--- config.mk ---
export PLATFORM = sky130hd
export DESIGN_NAME = fifo_reader
export DESIGN_NICKNAME = d
export VERILOG_FILES = /design/src/rtl/fifo_reader.sv
export SDC_FILE = /design/constraint.sdc
export NUM_CORES = 1
export LEC_CHECK = 0
export ABC_CLOCK_PERIOD_IN_PS = 5200
export BUFFER_PORTS_ARGS = -buffer_cell sky130_fd_sc_hd__buf_2
export CAP_MARGIN = 10
export CORE_UTILIZATION = 40
export CTS_CLUSTER_DIAMETER = 50
export DETAILED_ROUTE_END_ITERATION = 8
export HOLD_SLACK_MARGIN = 0.15
export PLACE_DENSITY_LB_ADDON = 0.3
export SYNTH_ARGS = -nofsm -noshare
export SYNTH_HDL_FRONTEND = slang
export SYNTH_SLANG_ARGS = --single-unit
--- constraint.sdc ---
create_clock -name clk -period 5.2 [get_ports clk]
set_input_delay 0.78 -clock clk [delete_from_list [all_inputs] [get_ports clk]]
set_output_delay 0.78 -clock clk [all_outputs]
set_load 0.03 [all_outputs]
--- src/rtl/fifo_reader.sv ---
// Drains a FIFO with one-cycle read latency into a ready/valid stream through a
// two-entry in-order buffer. The block counts delivered beats and keeps a sticky FIFO-error flag.
module fifo_reader #(
   parameter int WIDTH     = 8,
   parameter int CNT_WIDTH = 16
) (
   input  logic                 clk,
   input  logic                 rst,
   input  logic                 enable,
   input  logic                 fifo_empty,
   input  logic [WIDTH-1:0]     fifo_rdata,
   input  logic                 fifo_error,
   output logic                 fifo_rd_en,
   output logic                 out_valid,
   output logic [WIDTH-1:0]     out_data,
   input  logic                 out_ready,
   output logic [CNT_WIDTH-1:0] drain_cnt,
   output logic                 err,
   output logic                 busy
);

   typedef enum logic [1:0] {
      IDLE = 2'd0,
      RUN  = 2'd1,
      STOP = 2'd2
   } state_e;

   state_e               state_q, state_d;
   logic [1:0]           occ_q, occ_d;
   logic                 pend_q, pend_d;
   logic [WIDTH-1:0]     buf0_q, buf0_d;
   logic [WIDTH-1:0]     buf1_q, buf1_d;
   logic [CNT_WIDTH-1:0] cnt_q, cnt_d;
   logic                 err_q, err_d;
   logic                 pop_s;
   logic [1:0]           level_s;
   logic [1:0]           wr_idx_s;

   // Stream outputs and read issue; occ + pend never exceeds 2, so 2-bit arithmetic is exact.
   always_comb begin
      out_valid  = (occ_q != 2'd0);
      out_data   = out_valid ? buf0_q : {WIDTH{1'b0}};
      pop_s      = out_valid && out_ready;
      level_s    = occ_q + {1'b0, pend_q} - {1'b0, pop_s};
      fifo_rd_en = rst && (state_q == RUN) && !fifo_empty && (level_s < 2'd2);
      busy       = (state_q != IDLE) || (occ_q != 2'd0) || pend_q;
      drain_cnt  = cnt_q;
      err        = err_q;
   end

   // Control state transitions.
   always_comb begin
      state_d = state_q;
      case (state_q)
         IDLE: begin
            if (enable) state_d = RUN;
            else        state_d = IDLE;
         end
         RUN: begin
            if (!enable) state_d = STOP;
            else         state_d = RUN;
         end
         STOP: begin
            if (enable)                           state_d = RUN;
            else if (!pend_q && occ_q == 2'd0)    state_d = IDLE;
            else                                  state_d = STOP;
         end
         default: state_d = IDLE;
      endcase
   end

   // Buffer shift on pop, then the returning read lands behind whatever survives.
   always_comb begin
      buf0_d   = buf0_q;
      buf1_d   = buf1_q;
      wr_idx_s = occ_q - {1'b0, pop_s};
      if (pop_s) buf0_d = buf1_q;
      else       buf0_d = buf0_q;
      if (pend_q) begin
         case (wr_idx_s)
            2'd0:    buf0_d = fifo_rdata;
            2'd1:    buf1_d = fifo_rdata;
            default: buf1_d = buf1_q;
         endcase
      end else begin
         buf1_d = buf1_d;
      end
      occ_d  = occ_q + {1'b0, pend_q} - {1'b0, pop_s};
      pend_d = fifo_rd_en;
      cnt_d  = cnt_q + {{(CNT_WIDTH-1){1'b0}}, pop_s};
      err_d  = err_q | fifo_error;
   end

   // State registers with synchronous active-low reset.
   always_ff @(posedge clk) begin
      if (!rst) begin
         state_q <= IDLE;
         occ_q   <= 2'd0;
         pend_q  <= 1'b0;
         buf0_q  <= {WIDTH{1'b0}};
         buf1_q  <= {WIDTH{1'b0}};
         cnt_q   <= {CNT_WIDTH{1'b0}};
         err_q   <= 1'b0;
      end else begin
         state_q <= state_d;
         occ_q   <= occ_d;
         pend_q  <= pend_d;
         buf0_q  <= buf0_d;
         buf1_q  <= buf1_d;
         cnt_q   <= cnt_d;
         err_q   <= err_d;
      end
   end

endmodule

==> reports/results.tsv <==
stage	metric	value	unit
die	I/O pin count	42	
clocking	Num CTS Buffers	5	
drt	vias post-DR	1423	
clocking	clk sinks	38	
layout	most frequent cells in the layout	buf_2 (42), dfxtp_1 (38), nor2_1 (32), nand2_1 (23), and2_1 (13)	
timing	Slew @ Worst Pin	1000	ps
timing	setup TNS	0	ps
logic_synthesis	number of synthesized register bits	38	
die	die height	66.7	um
timing	Max Clk Rate	0.332	GHz
timing	Final Setup Violations	0	
layout	utilization after layout	50.5	%
logic_synthesis	Syn Std Cell Area	1680	um^2
drt	Via-to-Cell Ratio	5.05	
timing	Final min period	3010	ps
grt	initial antenna violation count	0	
placed_design	DP Area	1900	um^2
drt	DRT iter0 DRCs	63	
timing	Slew Limit Fails	0	
timing	final hold violation count	0	
logic_synthesis	Syn Inst Count	192	
layout	ANT cells	0	
layout	area of the multi-input gates	863	um^2
setup_path	CP Max Fanout	4	
layout	post-route cell area	2020	um^2
setup_path	worst path cell trace	buf_2 -> o21ai_0 -> xnor2_1 -> ha_1 -> xnor2_1 -> xnor2_1 -> nor4_1 -> buf_2	
die	initial core utilization	41.9	%
clocking	CTS root buf	clkbuf_8	
grt	largest net degree at the start of global routing	34	
setup_path	Worst Path Arrival	2230	ps
grt	Congestion Overflow GR	0	
layout	Reg area	761	um^2
layout	synth-to-layout area growth	20.6	%
logic_synthesis	sequential area share after synthesis	45.4	%
setup_path	Setup CP Type	input pin to output pin	
clocking	Post-CTS Hold Fix Bufs	0	
timing	unrepaired setup endpoints after global routing	false	
pwr	Worst VDD drop	0.000192	V
clocking	CTS H-tree depth	2	
placed_design	dpl hpwl	2.29	mm
logic_synthesis	Avg Inst Size Synth	8.73	um^2
flow_run	max cap viols	0	
placed_design	Placed Cells	274	
grt	GRT Overall Usage	17.3	%
grt	vias in the first global route	1260	
setup_path	Startpoint Class	input pin	
die	Site Rows	23	
clocking	Clock Latency Late Sink	290	ps
timing	worst rel slew slack	33.1	%
clocking	Max Buffers Root-to-Sink	2	
pwr	Pwr Total	0.000745	W
min_path	worst min-delay path class	register to register	
placed_design	port bufs	41	
clocking	CTS resizes	0	
setup_path	critical path's most frequent cell	xnor2_1	
setup_path	max incr delay on CP	240	ps
die	Die X-Extent	66.7	um
drt	1st-pass router iterations	4	
setup_path	CP endpoint kind	output pin	
pwr	pwr/cell area	369	nW/um^2
drt	post-route antenna net violation count	0	
layout	Post-Layout Cell Count	282	
logic_synthesis	Syn Nets	209	
setup_path	Worst EP required	4420	ps
die	die area	4450	um^2
layout	ratio of cells with drive above 1 in the final layout	22.4	%
grt	first-pass GRT wire length	5.71	mm
drt	DR WL/cell	12.2	um
timing	clk_skew	4.43	ps
clocking	TritonCTS clock tree	built	
setup_path	Largest delay share family, worst path	XOR/XNOR gates	
drt	WL final	3.43	mm
layout	Nets	249	
layout	# fillers	397	
clocking	clock-pin transition on the worst setup and hold timing paths	70	ps
logic_synthesis	Syn. warnings	0	
timing	period utilization	57.9	%
setup_path	Buf/Inv on CP	2	
clocking	post-CTS setup buffers	0	
setup_path	CP max-delay cell	buf_2	
logic_synthesis	number of distinct library cells after synthesis	31	
placed_design	gpl congestion	0.761	
layout	most common cell after layout, fill and taps aside	buf_2	
die	core area	4000	um^2
drt	DRC Markers	0	
pwr	P_leak	0.917	nW
status	status	complete, no violations	
registers in the layout, summed over array words and instances, names as in the netlist:
register	count
buf1_q	8
pend_q	1
state_q	2
drain_cnt	16
occ_q	2
buf0_q	8
err	1
stage by stage:
stage                     hold WS [ps]  worst slack [ps]
final                              469              2190
after CTS                          472              1560
after detailed placement           456              1820
after floorplan                    440              1840
after global placement             443              1920
after global routing               494              2050
worst reg2reg max path: stages, from the launching register on:
cell,delay (ps)
dfxtp_1,410
o21ai_0,230
inv_1,440
nand2_1,110
inv_1,70
ha_1,220
nand4_1,140
nor4_1,400
xnor2_1,180
nor2_1,50
synth_stat cells:
master,n,area [um^2]
nand3_2,1,10.0
nand4_1,5,31.3
a21oi_1,3,15.0
inv_1,3,11.3
nand2_1,23,86.3
and2_1,13,81.3
nor2_1,32,120
o21ai_0,3,15.0
or4_1,1,7.51
nand2b_1,4,25.0
o21ai_2,1,8.76
o31ai_1,1,7.51
nor3_1,1,5.00
nor4_1,4,25.0
nand3_1,7,35.0
buf_2,2,10.0
or2_2,1,6.26
buf_1,1,3.75
ha_1,3,37.5
nor3b_1,2,15.0
dfxtp_1,38,761
or3_1,1,6.26
xor2_1,8,70.1
buf_4,1,7.51
xnor2_1,6,52.6
clkbuf_1,5,18.8
and4_1,3,26.3
a311oi_1,8,70.1
nand3b_1,1,7.51
and3b_1,1,8.76
mux2i_1,9,90.1
cell type report:
cell class | instances | share of cell area, %
inverters | 3 | 0.557
clock buffers | 6 | 4.09
multi-input cells | 142 | 42.7
flip-flops and latches | 38 | 37.6
well taps | 50 | 3.10
repair buffers | 42 | 10.4
clock inverters | 1 | 1.49
where the power goes:
group | total (W) | internal [W] | switching [W]
Sequential | 0.000330 | 0.000310 | 0.0000203
Combinational | 0.000159 | 0.0000512 | 0.000108
Clock | 0.000256 | 0.000153 | 0.000103
worst paths after layout:
| check | endpoint | startpoint | cells past startpoint | slack, ps |
|---|---|---|---|---|
| worst min-delay path | drain_cnt[15] | drain_cnt[15] | 2 | 470 |
| worst min register to register | drain_cnt[15] | drain_cnt[15] | 2 | 470 |
| worst max-delay path | fifo_rd_en | out_ready | 8 | 2190 |
| worst max register to register | drain_cnt[14] | occ_q[1] | 9 | 2790 |
metal layers:
| metal | vias up | wire (um) | GRT usage, % |
|---|---|---|---|
| met1 | 650 | 1680 | 21.3 |
| met3 | 7 | 177 | 4.45 |
| li1 | 732 | - | - |
| met4 | 0 | 61 | 7.98 |
| met2 | 34 | 1510 | 28.0 |
| met5 | - | 0 | 0 |
logic make-up after synthesis:
kind of cell               count (synthesis)  synth area share [%]
AOI/OAI and AO/OA                         16                  6.95
xor gates and xnor gates                  14                  7.32
adders and majority gates                  3                  2.24
buffers and inverters                     12                  3.06
DFF                                       38                  45.4
muxes                                      9                  5.38
and+or+nand+nor                          100                  29.6
Note: power is estimated with default switching activity, not from simulation.
